<file path="config.mk">
export PLATFORM = sky130hd
export DESIGN_NAME = min_sad_tracker
export DESIGN_NICKNAME = d
export VERILOG_FILES = /design/src/rtl/min_sad_tracker_pkg.sv /design/src/rtl/sad_min_cmp.sv /design/src/rtl/min_sad_tracker.sv
export SDC_FILE = /design/constraint.sdc
export NUM_CORES = 1
export LEC_CHECK = 0
export ABC_AREA = 0
export BUFFER_PORTS_ARGS = -buffer_cell sky130_fd_sc_hd__buf_2
export CAP_MARGIN = 20
export CORE_ASPECT_RATIO = 1.1
export CORE_MARGIN = 4
export CORE_UTILIZATION = 25
export DETAILED_ROUTE_END_ITERATION = 12
export HOLD_SLACK_MARGIN = 0.08
export PLACE_DENSITY_LB_ADDON = 0.08
export SKIP_LAST_GASP = 1
export SLEW_MARGIN = 20
export SYNTH_ARGS = -nofsm -noshare
export SYNTH_HDL_FRONTEND = slang
export SYNTH_SLANG_ARGS = --single-unit
export TNS_END_PERCENT = 20
</file>
<file path="constraint.sdc">
create_clock -name Clk -period 2.8 [get_ports Clk]
set_input_delay 0.84 -clock Clk [delete_from_list [all_inputs] [get_ports Clk]]
set_output_delay 0.84 -clock Clk [all_outputs]
set_load 0.02 [all_outputs]
</file>
<file path="src/rtl/min_sad_tracker_pkg.sv">
// Shared widths and FSM encoding for the minimum-SAD tracker and its helpers.
package min_sad_tracker_pkg;

    localparam int SAD_W_DEF   = 12;
    localparam int COORD_W_DEF = 8;
    localparam int CNT_W_DEF   = 16;

    typedef enum logic [1:0] {
        IDLE = 2'd0,
        SCAN = 2'd1,
        HOLD = 2'd2
    } state_t;

endpackage

</file>
<file path="src/rtl/sad_min_cmp.sv">
// Replace flag for a running-minimum search: strict less-than so ties keep the earlier candidate.
module sad_min_cmp
    import min_sad_tracker_pkg::*;
#(
    parameter int SAD_W = SAD_W_DEF
) (
    input  logic [SAD_W-1:0] cand_sad,
    input  logic [SAD_W-1:0] best_sad,
    output logic             replace
);

    assign replace = (cand_sad < best_sad);

endmodule

</file>
<file path="src/rtl/min_sad_tracker.sv">
// Tracks the minimum SAD (and its position) over a first-to-last beat search and
// presents the result with a valid/ready handshake.
module min_sad_tracker
    import min_sad_tracker_pkg::*;
#(
    parameter int SAD_W   = SAD_W_DEF,
    parameter int COORD_W = COORD_W_DEF,
    parameter int CNT_W   = CNT_W_DEF
) (
    input  logic               Clk,
    input  logic               Rst_n,
    input  logic               InValid,
    output logic               InReady,
    input  logic [SAD_W-1:0]   SADVal,
    input  logic [COORD_W-1:0] PosX,
    input  logic [COORD_W-1:0] PosY,
    input  logic               InFirst,
    input  logic               InLast,
    output logic               BestValid,
    input  logic               BestReady,
    output logic [SAD_W-1:0]   BestSAD,
    output logic [COORD_W-1:0] BestX,
    output logic [COORD_W-1:0] BestY,
    output logic [CNT_W-1:0]   CandCount,
    output logic               Orphan
);

    state_t state, next_state;
    logic   accept;
    logic   load;
    logic   update;
    logic   orphan_set;
    logic   replace;

    sad_min_cmp #(.SAD_W(SAD_W)) u_cmp (
        .cand_sad (SADVal),
        .best_sad (BestSAD),
        .replace  (replace)
    );

    always_ff @(posedge Clk or negedge Rst_n) begin
        if (!Rst_n) begin
            state <= IDLE;
        end else begin
            state <= next_state;
        end
    end

    always_comb begin
        next_state = state;
        load       = 1'b0;
        update     = 1'b0;
        orphan_set = 1'b0;
        InReady    = (state != HOLD);
        BestValid  = (state == HOLD);
        accept     = InValid && InReady;
        case (state)
            IDLE, SCAN: begin
                if (accept) begin
                    // InFirst always restarts; a non-first beat is only meaningful mid-search
                    if (InFirst) begin
                        load       = 1'b1;
                        next_state = InLast ? HOLD : SCAN;
                    end else if (state == SCAN) begin
                        update     = 1'b1;
                        next_state = InLast ? HOLD : SCAN;
                    end else begin
                        orphan_set = 1'b1;
                    end
                end
            end
            HOLD: begin
                if (BestReady) begin
                    next_state = IDLE;
                end
            end
            default: next_state = IDLE;
        endcase
    end

    always_ff @(posedge Clk or negedge Rst_n) begin
        if (!Rst_n) begin
            BestSAD   <= '1;
            BestX     <= '0;
            BestY     <= '0;
            CandCount <= '0;
            Orphan    <= 1'b0;
        end else begin
            Orphan <= orphan_set;
            if (load) begin
                BestSAD   <= SADVal;
                BestX     <= PosX;
                BestY     <= PosY;
                CandCount <= CNT_W'(1);
            end else if (update) begin
                if (replace) begin
                    BestSAD <= SADVal;
                    BestX   <= PosX;
                    BestY   <= PosY;
                end
                if (CandCount != '1) begin
                    CandCount <= CandCount + CNT_W'(1);
                end
            end
        end
    end

endmodule
</file>
[Word level (Yosys, flattened, before mapping)]
Index checks and enable logic that the tools add are counted.
Word-level totals
  flip-flop bits (word level): 47
  bits of input ports: 34
  logic and storage cells: 53
Operators by class
  add/sub/neg operators: 1
  $lt $le $gt $ge: 1
  eq/ne operators: 7
  multiplexer cells: 29
  reduce and logical (&&, ||, !) cells: 9
Operators with widths (count)
  $mux W16: 3
  $mux W8: 6
  $mux W12: 3
  $add A16 B1 Y16 const B: 1
  $ne A16 B16 Y1 const B: 1
  $lt A12 B12 Y1: 1
  $mux W1: 11
  $mux W2: 5
  $reduce_bool A2 Y1: 3
  $ne A2 B2 Y1 const B: 2
  $pmux W2 S2: 1
  $reduce_and A2 Y1: 2
  $ne A3 B3 Y1 const B: 1
  $reduce_and A3 Y1: 1
  $eq A2 B1 Y1 const B: 1
  $eq A2 B2 Y1 const B: 1
  $logic_not A2 Y1: 1
  $ne A2 B1 Y1 const B: 1
  $reduce_or A2 Y1: 1
  $logic_and A1 B1 Y1: 1

[Longest topological paths before layout]
Gate-level depths: netlist (run 1).
  depth in word-level cells: 7
  depth in mapped cells: 10
  depth with buffers taken out: 7

[Modules after synthesis]
A second synthesis (run 1) with hierarchy kept.
Second synthesis, totals
  cells, all modules: 221
  area total of the unflattened synthesis: 2560.0 µm²
By module, submodules not included
  min_sad_tracker: instances 1, cells each 186, area each 2280.9 µm², seq. area each 1191.1 µm²
  sad_min_cmp: instances 1, cells each 35, area each 279.0 µm², seq. area each 0.0 µm²

[Worst setup path before layout (run 1)]
No wires, ideal clock.
  path type: input to register
  from: input port SADVal[9]
  to: register BestX[7]
  data arrival time: 2.361 ns
  data required time: 2.668 ns
  slack: 0.307 ns
  stages on the path: 8
  path buffers: 3
  path through: ha_1 > a21o_1 > a21o_1 > a2111oi_4 > buf_6 > buf_8 > buf_8 > o211ai_2
Between the ends
  cells in the longest elaborated chain, start to end: 3
Ends and longest elaborated chain
  start, declared: line min_sad_tracker.sv:14  | input logic [SAD_W-1:0] SADVal,
  $lt A12 B12 Y1: line sad_min_cmp.sv:12  | assign replace = (cand_sad < best_sad);
  $reduce_bool A2 Y1 (no line)
  $reduce_and A2 Y1 (no line)
  end signal, assigned: line min_sad_tracker.sv:92  | BestX <= PosX;
  end signal, assigned: line min_sad_tracker.sv:98  | BestX <= PosX;
  end, declared: line min_sad_tracker.sv:22  | output logic [COORD_W-1:0] BestX,
No other way between the ends.
A chain may end at the register's enable or synchronous reset.

[Worst setup path after layout (run 1)]
  from: input port SADVal[9]
  to: register BestX[2]
Same word-level chain as after synthesis.

==> key figures, run 1 <==
Floorplan
  – Initial Util: 0.254
  – Die span in y: between 100 and 150 microns
  – Die footprint: between 0.015 and 0.02 sq mm
  – Ports: 81
  – Site row count: 44
  – Core area: around 0.013 sq mm
  – Die X: around 120 microns

Routing
  – Routed Antenna Nets: 0
  – Post-Route WL: about 9.7 mm
  – Residual DRC: 0
  – Vias: approximately 3000
  – DR WL/cell: about 18 microns
  – First DRT Iteration DRCs: between 150 and 200
  – Routed vias/inst: 5.35
  – 1st-pass router iterations: 4

Yosys
  – Top cells by area, synth: dfrtp_1 26%, dfstp_2 9.4%, nand4bb_1 9.4%
  – Synth warn: 0
  – Post-synth net total: ~370
  – Ys async rst share: 1.00
  – #FFs+latches synth: 47
  – Area leader, netlist: dfrtp_1
  – Syn avg cell area: about 10 sq um
  – Most common cell in the synthesized netlist: dfrtp_1
  – Post-Synthesis Cell Area: about 0.0034 sq mm
  – Sequential share of the synthesized area: 0.354
  – Top FF cell, synth: dfrtp_1
  – EDFF count, synth: 0
  – Synth top cells by count: 35 x dfrtp_1, 29 x a31oi_1, 29 x nand2_1
  – Synth top area share: 0.261
  – Cell count after synthesis: approximately 330
  – Synth unique cells: 50

GRT
  – Met3 Usage GRT: 0.0301
  – Vias in the first global route: 2901
  – Global Route Usage Sum: 0.126
  – Met2 usage: 0.224
  – Gr ovfl total: 0
  – GR peak layer: met2
  – First-pass GRT wire length: roughly 15 mm
  – Routing usage on met1: 0.150
  – Largest net degree at the start of global routing: 60
  – Initial antenna violation count: 0

Setup path
  – Worst path most repeated cell: a21o_1
  – Critical Path Stages: 8
  – Crit Path Class: in2reg
  – Worst EP arrival: roughly 2600 ps
  – Critical path's top delay family: compound AO/OA/AOI/OAI gates
  – Required arrival time at the worst endpoint: roughly 3000 ps
  – Crit-path cells: buf_2, ha_1, a21o_1, a21o_1, a2111oi_4, buf_12, nand4bb_1, o211ai_2
  – Worst path slowest cell: a2111oi_4
  – CP max FO: 30
  – R2R depth: 8
  – WP buf/inv: 2
  – CP Capture Type: register
  – Element type at the critical path start: input port
  – CP peak stage delay: ~500 ps

Finish
  – Filler instances: about 1400
  – Fraction of layout cells with a size suffix above 1: 0.353
  – Final instance area: just over 0.004 sq mm
  – N_diodes: 0
  – Layout net count: around 440
  – Syn-to-layout area delta: 20.7%

STA
  – Final-report setup violation count: 0
  – Period Utilization, post-route: 0.860
  – Relative slew slack: 0.549
  – Worst setup margin: 392 ps
  – RSZ-0062 raised after global routing: false
  – Final Hold Fails: 0
  – Max-slew violation count: 0
  – Clock period minus worst slack: 2410 ps
  – Final setup TNS: 0 ps
  – Final hold slack: 489 ps
  – Setup Skew: about 6.7 ps
  – Measured slew at the worst slew-check pin: just under 700 ps
  – Max Fclk: ~0.42 GHz

Pwr
  – Internal power: approximately 2.1 mW
  – PwrDens: between 900 and 1000 mW/mm^2
  – Tot Pwr: 3.73 mW
  – Maximum vdd ir drop: 360 uV
  – Combinational fraction of design power: 0.486
  – Sequential power share: 0.324
  – Net Sw Power: roughly 1.6 mW
  – Sw Share: 0.426
  – Clock share of power: 0.190
  – Static Leakage: between 1.5 and 2 nW

Place
  – Buffers on Ports: 80
  – RePlAce Congestion: ~0.71
  – Placed inst area: 0.00389 sq mm
  – Post-place setup slack: 59.9 ps
  – Post-DP HPWL: between 6 and 7 mm

Clock tree
  – Htree depth: 2
  – Clock transition at path regs: around 70 ps
  – Root buf cell: clkbuf_16
  – CTS resizes: 0
  – Clock sinks: 47
  – Clock Path Buffers: 2
  – Setup bufs post-CTS: 0
  – TritonCTS clock tree: done
  – Worst skew pair latency: about 300 ps
  – Total CTS buffers: 5
  – CTS Hold Bufs: 0

Min path
  – Hold Crit Class: reg2reg
  – Hold Path Depth: 1

Status
  – Status: finished, final reports clean

Job
  – Maxcap violations: 0
[state kept, by name, indices dropped and copies added, names as in the netlist]
name       count
BestSAD       12
BestX          8
BestY          8
CandCount     16
Orphan         1
state          2
[worst reg2reg max path, cell delays in order, from the launching register on]
cell	delay [ps]
dfstp_2	560
inv_1	60
ha_1	300
a21o_1	160
a21o_1	200
a2111oi_4	500
buf_12	260
nand4bb_1	160
o211ai_2	90
[layer usage]
layer | vias to the layer above | wire (microns) | share of wire
li1 | 1405 | - | -
met5 | - | 0 | 0
met4 | 0 | 144 | 0.015
met2 | 72 | 4920 | 0.50
met3 | 15 | 386 | 0.040
met1 | 1479 | 4300 | 0.44
[path summary, 6_finish.rpt]
kind | start | slack [ps] | end
hold / removal | state[1] | 490 | state[0]
setup reg to reg | BestSAD[9] | 450 | BestX[2]
setup / recovery | SADVal[9] | 390 | BestX[2]
max in group asynchronous | Rst_n | 1690 | BestX[4]
hold reg to reg | state[1] | 490 | state[0]
min in group asynchronous | Rst_n | 670 | BestX[0]
[cell type report]
type	count	area, sq um	area share
well taps	161	201	0.0497
repair buffers	90	551	0.136
clock inverters	1	30.0	0.00740
inverters	12	45.0	0.0111
flip-flops and latches	47	1190	0.294
clock buffers	7	133	0.0327
multi-input cells	237	1910	0.470
[stage by stage]
step / util / instances
detailed placement: 0.295 / 547
finish: 0.307 / 555
global route: 0.307 / 555
global placement: 0.295 / 547
floorplan: - / 327
CTS: 0.307 / 555
[cell usage in the layout (no fill, tap or decap), drive strengths merged, types with 5 or more instances in the layout]
cell,count
a21oi,8
a22o,28
a31oi,29
buf,90
clkbuf,7
dfrtp,35
dfstp,12
ha,12
inv,12
nand2,29
nand4,6
nand4bb,28
nor2,14
nor3,5
o211ai,21
o21ai,8
o311ai,11
or3,5
xor2,6
[logic make-up (layout without fill, tap and decap cells)]
group           count (synthesis)  after routing  share of synthesized area
compound gates                113            113                      0.280
fa+ha+maj                      12             12                     0.0447
mux                             2              2                    0.00633
buf+inv                        43            110                     0.0804
xor+xnor                        6              6                     0.0156
flops                          47             47                      0.354
simple gates                  104            104                      0.219
[power by group through the flow]
stage	clock, mW	sequential (mW)	combinational, mW
final	0.710	1.21	1.81
after global routing	0.769	1.25	2.00
after CTS	0.747	1.21	1.84
after detailed placement	0	1.22	1.83
after global placement	0	1.22	1.81
after floorplan	0	1.45	1.12
Note: power is estimated with default switching activity, not from simulation.
==> inputs of run 2 (changes only) <==
--- a/config.mk
+++ b/config.mk
@@ -14,6 +14,7 @@
 export DETAILED_ROUTE_END_ITERATION = 12
 export HOLD_SLACK_MARGIN = 0.08
 export PLACE_DENSITY_LB_ADDON = 0.08
+export REMOVE_ABC_BUFFERS = 1
 export SKIP_LAST_GASP = 1
 export SLEW_MARGIN = 20
 export SYNTH_ARGS = -nofsm -noshare
==> run 2 against run 1 <==
Against the previous run: first-iteration DRC count fell by 16%; clock skew shrank 2.0 ps; utilization is the same; sequential cell count stayed put; via count barely moved; setup slack worse by 31 ps; power down 1.8%; largest power group unchanged; non-clock buffer count grew 2; global-route usage decreased by 0.054 points; worst hold slack better by 1.2 ps; cell area did not move.
==> key figures, run 2 (synthesis gave the netlist of run 1 again) <==
Finish
  – Max reg flops: 16 (unchanged)
  – Most common cell after layout, fill and taps aside: buf_2
  – Layout net count: 441 (+0.46%)
  – N_diodes: 0 (unchanged)
  – Final core occ: 0.307 (unchanged)
  – Final instance area: 0.00406 sq mm (unchanged)
  – Biggest register: CandCount
  – Most frequent cells in the layout: 80 x buf_2, 35 x dfrtp_1, 29 x a31oi_1
  – Largest regs: CandCount (16), BestSAD (12)
  – Syn-to-layout area delta: 20.7% (unchanged)
  – Fraction of layout cells with a size suffix above 1: 0.361 (+0.00832)
  – Non-Filler Instances: 557 (+0.36%)

Pwr
  – Static Leakage: 1.79 nW (+0.16%)
  – Maximum vdd ir drop: 403 uV (+12%)
  – Tot Pwr: 3.66 mW (-1.8%)
  – PwrDens: 903 mW/mm^2 (-1.8%)

GRT
  – Vias in the first global route: 2889 (-0.41%)
  – Met2 usage: 0.214 (-0.0100)
  – Gr ovfl total: 0 (unchanged)
  – GR peak layer: met2
  – Largest net degree at the start of global routing: 60 (unchanged)
  – Routing usage on met1: 0.162 (+0.0121)
  – Met3 Usage GRT: 0.0292 (-0.000873)
  – Global Route Usage Sum: 0.126 (-0.000544)
  – Initial antenna violation count: 0 (unchanged)
  – First-pass GRT wire length: 15.5 mm (+0.81%)

Floorplan
  – Die X: 119 microns (unchanged)
  – Ports: 81 (unchanged)
  – Die footprint: 0.0154 sq mm (unchanged)
  – Core area: 0.0132 sq mm (unchanged)
  – Site row count: 44 (unchanged)
  – Initial Util: 0.254 (unchanged)
  – Die span in y: 130 microns (unchanged)

STA
  – Setup Skew: 4.69 ps (-1.99 ps)
  – Measured slew at the worst slew-check pin: 571 ps (-106 ps)
  – Worst setup margin: 361 ps (-30.8 ps)
  – Final hold slack: 491 ps (+1.20 ps)
  – Max-slew violation count: 0 (unchanged)
  – Final Hold Fails: 0 (unchanged)
  – RSZ-0062 raised after global routing: false
  – Final setup TNS: 0 ps (unchanged)
  – Max Fclk: 0.410 GHz (-1.3%)
  – Relative slew slack: 0.620 (+0.0704)
  – Period Utilization, post-route: 0.871 (+0.0110)
  – Final-report setup violation count: 0 (unchanged)
  – Clock period minus worst slack: 2440 ps (+30.8 ps)

Setup path
  – Required arrival time at the worst endpoint: 3000 ps (-30 ps)
  – Worst path slowest cell: a2111oi_4
  – CP max FO: 16 (-47%)
  – CP peak stage delay: 460 ps (-40 ps)
  – Element type at the critical path start: input port
  – Worst EP arrival: 2640 ps (about the same)
  – RR Startpoint: BestSAD[9]
  – WP buf/inv: 2 (unchanged)
  – Crit-path cells: buf_2, ha_1, a21o_1, a21o_1, a2111oi_4, buf_4, nand4bb_1, o311ai_1
  – R2R depth: 8 (unchanged)
  – Setup crit start: SADVal[9]
  – Crit Path Class: in2reg
  – Critical path's top delay family: compound AO/OA/AOI/OAI gates
  – CP Capture Type: register
  – Worst path most repeated cell: a21o_1
  – Reg2Reg Setup Slack: 430 ps (-20 ps)
  – R2r endpoint: BestSAD[4]

Clock tree
  – CTS resizes: 0 (unchanged)
  – Clock sinks: 47 (unchanged)
  – Total CTS buffers: 5 (unchanged)
  – Worst skew pair latency: 290 ps (about the same)
  – TritonCTS clock tree: done
  – Root buf cell: clkbuf_16
  – Clock Path Buffers: 2 (unchanged)
  – Clock transition at path regs: 70 ps (about the same)
  – Setup bufs post-CTS: 0 (unchanged)
  – CTS Hold Bufs: 0 (unchanged)
  – Htree depth: 2 (unchanged)

Routing
  – 1st-pass router iterations: 4 (unchanged)
  – Routed vias/inst: 5.34 (-0.29%)
  – First DRT Iteration DRCs: 142 (-16%)
  – Post-Route WL: 9.62 mm (-1.3%)
  – Residual DRC: 0 (unchanged)
  – Vias: 2973 (+0.067%)
  – DR WL/cell: 17.3 microns (-1.7%)
  – Routed Antenna Nets: 0 (unchanged)

Place
  – Placed inst area: 0.00390 sq mm (about the same)
  – Cells after DPL: 549 (+0.37%)
  – Post-DP HPWL: 6.36 mm (+0.11%)
  – RePlAce Congestion: 0.721 (+2.2%)
  – Post-place setup slack: 36.5 ps (-23.4 ps)
  – Buffers on Ports: 80 (unchanged)

Min path
  – Hold Path Depth: 1 (unchanged)
  – Hold endpoint: state[0]
  – Hold Crit Start: state[1]
  – Hold Crit Class: reg2reg

Job
  – Maxcap violations: 0 (unchanged)

Status
  – Status: finished, final reports clean
[run 2: cell types whose count changed in the layout (fill, tap and decap cells not counted)]
cell        previous run  this run
clkbuf_8               0         2
bufinv_16              1         0
clkinvlp_4             0         1
buf_12                 6         5
buf_4                  4         7
clkbuf_1               2         0
[run 2: worst max-delay path by stage]
stage | end | slack (ps) | cells after the start
global route | BestY[6] | 200 | 8
floorplan | BestX[0] | -1030 | 6
CTS | BestSAD[4] | 340 | 8
detailed placement | BestSAD[8] | 40 | 8
global placement | BestSAD[8] | 80 | 8
finish | BestSAD[4] | 360 | 8
[run 2: report_power, final]
group / internal, mW / switching [mW]
Clock: 0.381 / 0.286
Combinational: 0.736 / 1.06
Sequential: 0.967 / 0.237
[run 2: final cells by class]
type	count	area [sq um]
fill	1387	9160
multi-input combinational	237	1910
sequential	47	1190
timing repair buffer	92	553
tap	161	201
clock buffer	7	153
inverter	12	45.0
clock inverter	1	7.51
[run 2: layer usage]
metal | vias up | share of wire
met3 | 6 | 0.039
met4 | 0 | 0.0098
li1 | 1411 | -
met1 | 1494 | 0.48
met2 | 62 | 0.47
met5 | - | 0
